[src/rtl/irq_controller.sv]
// Memory-mapped interrupt controller with a 32-byte register window on the CPU data bus.
// Latches up to 16 sources as edge- or level-triggered pending bits, masks them,
// resolves lowest-index-first priority and drives the active-low nIRQ line.
// Optional feature macro: IRQ_LATENCY_CNT_EN (adds the LATCNT register at 0x1C).
module irq_controller #(
  parameter int unsigned NUM_SRC     = 8,
  parameter logic [31:0] BASE_ADDR   = 32'hFFFF0000,
  parameter int unsigned SYNC_STAGES = 2
) (
  input  logic               clk,
  input  logic               reset,
  input  logic [31:0]        memaddr,
  input  logic               memread,
  input  logic               memwrite,
  input  logic [3:0]         be,
  input  logic [31:0]        writedata,
  output logic [31:0]        readdata,
  input  logic [NUM_SRC-1:0] irq_src,
  output logic               nIRQ
);

  localparam int unsigned ID_W = 4;

  localparam logic [2:0] REG_STATUS = 3'd0;
  localparam logic [2:0] REG_RAW    = 3'd1;
  localparam logic [2:0] REG_ENABLE = 3'd2;
  localparam logic [2:0] REG_CLEAR  = 3'd3;
  localparam logic [2:0] REG_CLAIM  = 3'd4;
  localparam logic [2:0] REG_MODE   = 3'd5;
  localparam logic [2:0] REG_SWSET  = 3'd6;
  localparam logic [2:0] REG_LATCNT = 3'd7;

  // State
  logic [NUM_SRC-1:0] sync_q [SYNC_STAGES];
  logic [NUM_SRC-1:0] sync_d [SYNC_STAGES];
  logic [NUM_SRC-1:0] s_d_q, s_d_d;
  logic [NUM_SRC-1:0] pending_q, pending_d;
  logic [NUM_SRC-1:0] enable_q, enable_d;
  logic [NUM_SRC-1:0] mode_q, mode_d;
  logic               nirq_q, nirq_d;

  // Decode and derived values
  logic               hit;
  logic [2:0]         reg_idx;
  logic               wr_en;
  logic               rd_en;
  logic [15:0]        lane_mask16;
  logic [NUM_SRC-1:0] lane_mask;
  logic [NUM_SRC-1:0] wr_bits;
  logic [NUM_SRC-1:0] s;
  logic [NUM_SRC-1:0] status;
  logic [ID_W-1:0]    claim_id;
  logic               claim_valid;
  logic [NUM_SRC-1:0] claim_clr;
  logic [NUM_SRC-1:0] clear_bits;
  logic [NUM_SRC-1:0] set_bits;

  // Inputs that carry no state (upper lanes, byte offset) are folded here.
  logic unused_bits;
  assign unused_bits = ^{writedata[31:16], be[3:2], memaddr[1:0]};

  // Address decode and byte-lane write data
  always_comb begin
    hit         = (memaddr[31:5] == BASE_ADDR[31:5]);
    reg_idx     = memaddr[4:2];
    wr_en       = hit && memwrite;
    rd_en       = hit && memread;
    lane_mask16 = {{8{be[1]}}, {8{be[0]}}};
    lane_mask   = NUM_SRC'(lane_mask16);
    wr_bits     = NUM_SRC'(writedata[15:0] & lane_mask16);
  end

  // Masked status and lowest-index priority resolution
  always_comb begin
    s           = sync_q[SYNC_STAGES-1];
    status      = pending_q & enable_q;
    claim_valid = |status;
    claim_id    = '0;
    for (int i = NUM_SRC - 1; i >= 0; i--) begin
      if (status[i]) claim_id = ID_W'(i);
    end
  end

  // Synchronizer chain: stage 0 samples the raw asynchronous lines
  always_comb begin
    sync_d[0] = irq_src;
    for (int i = 1; i < SYNC_STAGES; i++) begin
      sync_d[i] = sync_q[i-1];
    end
  end

  // Next-state for pending, enable, mode and the interrupt line
  always_comb begin
    s_d_d      = s;
    enable_d   = enable_q;
    mode_d     = mode_q;
    clear_bits = '0;
    claim_clr  = '0;
    set_bits   = (mode_q & s & ~s_d_q) | (~mode_q & s);

    if (wr_en) begin
      case (reg_idx)
        REG_ENABLE: enable_d   = (enable_q & ~lane_mask) | wr_bits;
        REG_MODE:   mode_d     = (mode_q & ~lane_mask) | wr_bits;
        REG_CLEAR:  clear_bits = wr_bits;
        REG_SWSET:  set_bits   = set_bits | wr_bits;
        default:    ;
      endcase
    end

    if (rd_en && (reg_idx == REG_CLAIM) && claim_valid) begin
      claim_clr = NUM_SRC'(1) << claim_id;
    end

    // A set event in the same cycle always wins over clear/claim.
    pending_d = (pending_q & ~(clear_bits | claim_clr)) | set_bits;
    nirq_d    = ~|status;
  end

  // State registers
  always_ff @(posedge clk or negedge reset) begin
    if (!reset) begin
      for (int i = 0; i < SYNC_STAGES; i++) begin
        sync_q[i] <= '0;
      end
      s_d_q     <= '0;
      pending_q <= '0;
      enable_q  <= '0;
      mode_q    <= '0;
      nirq_q    <= 1'b1;
    end else begin
      for (int i = 0; i < SYNC_STAGES; i++) begin
        sync_q[i] <= sync_d[i];
      end
      s_d_q     <= s_d_d;
      pending_q <= pending_d;
      enable_q  <= enable_d;
      mode_q    <= mode_d;
      nirq_q    <= nirq_d;
    end
  end

  assign nIRQ = nirq_q;

`ifdef IRQ_LATENCY_CNT_EN
  logic [15:0] cnt_q, cnt_d;

  // Cycles spent with nIRQ asserted; saturating, software clear wins
  always_comb begin
    cnt_d = cnt_q;
    if (!nirq_q && (cnt_q != 16'hFFFF)) cnt_d = cnt_q + 16'd1;
    if (wr_en && (reg_idx == REG_LATCNT) && (be[0] || be[1])) cnt_d = '0;
  end

  // Latency counter register
  always_ff @(posedge clk or negedge reset) begin
    if (!reset) cnt_q <= '0;
    else        cnt_q <= cnt_d;
  end
`endif

  // Combinational read mux; zero when not selected so responders can be OR-ed
  always_comb begin
    readdata = '0;
    if (rd_en) begin
      case (reg_idx)
        REG_STATUS: readdata = 32'(status);
        REG_RAW:    readdata = 32'(pending_q);
        REG_ENABLE: readdata = 32'(enable_q);
        REG_CLAIM:  readdata = {claim_valid, 27'b0, claim_id};
        REG_MODE:   readdata = 32'(mode_q);
`ifdef IRQ_LATENCY_CNT_EN
        REG_LATCNT: readdata = {16'b0, cnt_q};
`endif
        default:    readdata = '0;
      endcase
    end
  end

endmodule

[config.mk]
export PLATFORM = sky130hd
export DESIGN_NAME = irq_controller
export DESIGN_NICKNAME = d
export VERILOG_FILES = /design/src/rtl/irq_controller.sv
export SDC_FILE = /design/constraint.sdc
export NUM_CORES = 1
export LEC_CHECK = 0
export CORE_MARGIN = 2
export CORE_UTILIZATION = 41
export DETAILED_ROUTE_END_ITERATION = 16
export GPL_TIMING_DRIVEN = 0
export HOLD_SLACK_MARGIN = 0.15
export PLACE_DENSITY_LB_ADDON = 0.2
export SYNTH_ARGS = -nofsm -noshare
export SYNTH_HDL_FRONTEND = slang
export SYNTH_SLANG_ARGS = --single-unit
[constraint.sdc]
create_clock -name clk -period 2.3 [get_ports clk]
set_input_delay 0.345 -clock clk [delete_from_list [all_inputs] [get_ports clk]]
set_output_delay 0.345 -clock clk [all_outputs]
set_load 0.01 [all_outputs]
# Yosys cells after proc, flatten, opt, wreduce, memory -nomap -nowiden
# Cells that the tools add are included.
[op_classes] order_cmp=0 n_reduce_logical=9 n_addsub=0 n_shift=1 n_eq_ne=7 mux=15 div=0 mul=0 bitwise=18
[ops] op="case mux 32 bit (5 select lines)" n=1
[ops] op="AND 8 bit" n=8
[ops] op="bitwise OR 8 bit" n=6
[ops] op="2-to-1 mux 8 bit" n=5
[ops] op="2-to-1 mux 32 bit" n=1
[ops] op="inverter 8 bit" n=4
[ops] op="2-to-1 mux 4 bit" n=7
[ops] op="equality test 27 bit (second input constant)" n=1
[ops] op="equality test 3 bit (second input constant)" n=3
[ops] op="OR reduction 8 bit" n=1
[ops] op="left shift 1 x 4 -> 8 bit (first input constant)" n=1
[ops] op="equality test 3 x 2 -> 1 bit (second input constant)" n=2
[ops] op="logical AND 1 bit" n=4
[ops] op="AND reduction 2 bit" n=2
[ops] op="equality test 3 x 1 -> 1 bit (second input constant)" n=1
[ops] op="zero test 3 bit" n=1
[ops] op="2-to-1 mux 3 bit" n=1
[ops] op="zero test 1 bit" n=1
[totals] in_bits=80 reg_bits=49 mem_bits_rw=0 n_memories=0 mem_bits_ro=0 latch_bits=0

# Longest topological paths before layout
[depth] ltp_word=15 ltp_mapped=7 mapped_depth_nobuf=5

# Worst setup path before layout
# OpenSTA, ideal clock, no wires.
[synth_path] kind="input to register" from="input memaddr[6]" to="register pending_q[4]" path_stages=5 setup_time_ns=0.126 setup_slack_ns=0.196 arrival_time_ns=1.978 cell_sequence="nor4_1 nand4_2 or3_1 a2111o_1 a221o_1"
[synth_between] elab_chain_cells=9 elab_cells_between_ends=12 classes_between="eq/ne: 1; mux: 3; bitwise: 4; reduce/logical: 4"
[synth_rtl] element="start, declared" line="12" text="input logic [31:0] memaddr,"
[synth_rtl] element="equality test 27 bit *" line="64" text="hit = (memaddr[31:5] == BASE_ADDR[31:5]);"
[synth_rtl] element="logical AND 1 bit" line="67" text="rd_en = hit && memread;"
[synth_rtl] element="logical AND 1 bit (2 in a row)" line="111" text="if (rd_en && (reg_idx == REG_CLAIM) && claim_valid) begin"
[synth_rtl] element="2-to-1 mux 8 bit" line="111"
[synth_rtl] element="bitwise OR 8 bit" line="116" text="pending_d = (pending_q & ~(clear_bits | claim_clr)) | set_bits;"
[synth_rtl] element="inverter 8 bit" line="116"
[synth_rtl] element="AND 8 bit" line="116"
[synth_rtl] element="bitwise OR 8 bit *" line="116"
[synth_rtl] element="net pending_d[4]" line="37" text="logic [NUM_SRC-1:0] pending_q, pending_d;"
[synth_rtl] element="end signal, assigned" line="136" text="pending_q <= pending_d;"
[synth_rtl] element="end, declared" line="37"
# The timed path passes the listed nets; every way through them passes the cells marked *.
# A chain may end at the register's enable or synchronous reset.

==> results.toml <==
[run_status]
outcome = "finished, final reports clean"

[global_routing]
overflow = 0
grt_max_degree = 31
grt_pass1_vias = 2074
antenna_found_initial = 0
grt_use_total = 0.194
grt_pass1_wl_um = 9780

[timing]
max_freq_mhz = 449
timing.final.hold_violations = 0
fin_crit_ns = 2.23
post-route-period-util = 0.969
maxSlewViolCount = 0
hold_ws_ns = 0.354
tightestPinTransition_ns = 0.540
fin_worst_skew_ns = 0.00497
rsz0062_at_grt = "no"
final.setup.worst_slack_ns = 0.0713
relSlewSlack = 0.637
setup_viol = 0

[cts]
cts.sinks = 49
cts_tree = "built"
clk_pin_slew_worst_paths_ns = 0.09
cts_buffers = 5
worstSkewPairLatency_ns = 0.29
cts_max_level = 2
clockBufferDepth = 2
cts_root_buffer = "clkbuf_8"

[worst_setup_path]
cp_data_arrival_time_ns = 2.41
crit_type = "in2reg"
reg2reg_to = "pending_q[4]"
start_kind = "primary input"
r2r_cells = 5
cp-end-kind = "register"
critPathMaxFanout = 8
rrSetupSlack_ns = 0.36
reg2reg_from = "pending_q[5]"
crit_start = "memaddr[30]"
cp.required_ns = 2.48

[logic_synthesis]
ys_seq_area_frac = 0.505
ys_ff_latch = 49
synth_cells = 223
synth_top_area_frac = 0.495
synth_area_per_cell_um2 = 10.9
synthArstFlopShare = 1.00
synth_edf_count = 0
ys_types = 42
synth_top_area_cell = "dfrtp_1"
ys_warn_count = 0
ys.flop_type = "dfrtp_1"
synth.area.top_cells = "dfrtp_1 (49%), mux2_2 (7.9%), buf_4 (7.1%), a21boi_0 (2.8%), a221o_1 (2.5%)"
syn_area_mm2 = 0.00243

[place]
hpwl_um = 4430
place_worst_setup_slack_ns = -0.927
io_buffers = 60
finalWeightedCongestion = 0.874

[power]
power_density_mw_per_mm2 = 464
p_leak_uw = 0.00164
ir_worst_vdd_v = 0.000344

[min_path]
hold_class = "reg2reg"

[route]
drt-met1-wl_um = 2530
avgViaCountPerCell = 5.25
met3WireLength_um = 565
first_iter_violations = 120
vias = 2096
drtPass1Iterations = 4
postRouteAntennaNets = 0
avgRoutedWirePerCell_um = 15.6
maxUsedRoutingLayer = "met4"
routed_wl_um = 6220
post-route-drc-count = 0
met2_length_um = 3050

[final_layout]
fill_cells = 518
final_common_cell = "dfrtp_1"
syn_to_final_growth_pct = 43.4
diodes = 0
layout_common_cells = "dfrtp_1 (48), buf_4 (30), conb_1 (23)"
drive_gt1_frac = 0.299
nNetsFinal = 403

[floorplanning]
coreArea_mm2 = 0.00582
die_h_um = 81.0
die_w_um = 81.0
initial_core_util = 0.418
rows = 28
dieArea_mm2 = 0.00656
io_pins = 113

[flow_run]
maxCapViolCount = 0
## final cells by class
| class | count | area (um^2) | share of cell area |
|---|---|---|---|
| Sequential cell | 49 | 1230 | 0.352 |
| Multi-Input combinational cell | 159 | 1150 | 0.331 |
| Timing Repair Buffer | 73 | 677 | 0.194 |
| Buffer | 30 | 216 | 0.0621 |
| Tap cell | 75 | 93.8 | 0.0269 |
| Clock buffer | 6 | 82.6 | 0.0237 |
| Inverter | 5 | 18.8 | 0.00539 |
| Clock inverter | 2 | 13.8 | 0.00395 |
## metrics by stage
| step | utilization | power, uW | instances | area, um^2 | setup TNS, ns |
|---|---|---|---|---|---|
| detailed placement | 0.554 | 1120 | 381 | 3220 | -17.43 |
| global placement | 0.551 | 1110 | 380 | 3210 | -38.87 |
| CTS | 0.591 | 1630 | 399 | 3430 | 0 |
| finish | 0.599 | 1620 | 399 | 3480 | 0 |
| floorplan | - | 986 | 245 | 2510 | 0 |
| global route | 0.599 | 1690 | 399 | 3480 | 0 |
## cell usage after synthesis (4+ instances only)
master and n:
clkbuf_1 6, nor3_1 9, nand2_1 14, dfrtp_1 48, buf_4 23, a221o_1 6, a21boi_0 9, nor2_1 10
a21oi_1 10, nand3_1 5, nand4_1 4, a221oi_1 4, o22ai_1 7, mux2_2 17, inv_1 5
## logic make-up (layout without fill, tap and decap cells)
logic type,Yosys count,after routing,share of synthesized area
AND/OR/NAND/NOR,67,67,0.160
AO/OA/AOI/OAI,52,52,0.160
flip-flops,49,49,0.505
buffers and inverters,37,116,0.0943
multiplexers,17,17,0.0788
other,1,23,0.00154
## per-layer routing
metal,vias to the layer above,GRT usage
met5,-,0
li1,983,-
met4,0,0.0593
met1,1021,0.236
met3,7,0.0489
met2,85,0.340
## repair_timing
action / 4_1_cts / 5_1_grt
hold buffers: 1 / 0
pin swaps: 9 / 6
endpoints found under the setup margin: 33 / 31
endpoints found under the hold margin: 18 / 0
resized for setup: 80 / 19
setup buffers: 10 / 1
## worst min-delay path by stage
stage	depth (start not counted)	to	start	slack, ns
after floorplan	0	asynchronous set/reset pin	reset	0.05
after global placement	0	s[1]	sync_d[1]	0.33
after detailed placement	1	sync_d[3]	reset	0.32
after CTS	0	s[1]	sync_d[1]	0.36
after global routing	0	s[5]	sync_d[5]	0.36
final	0	s[1]	sync_d[1]	0.35
## worst max-delay path: stages
cell             delay [ns]
clkdlybuf4s50_1        0.45
and4_1                 0.18
nand4_2                0.11
buf_6                  0.16
nor2_4                 0.12
buf_4                  0.12
buf_4                  0.10
and4_1                 0.17
buf_2                  0.28
mux2_2                 0.37
## report_power, final
part           leakage, uW  switching [uW]  internal [uW]  total, uW
registers         0.000584            6.47            882        888
logic              0.00100            97.1            110        208
clock network    0.0000512             278            244        522
total              0.00164             381           1240       1620
(Power assumes the default switching activity.)
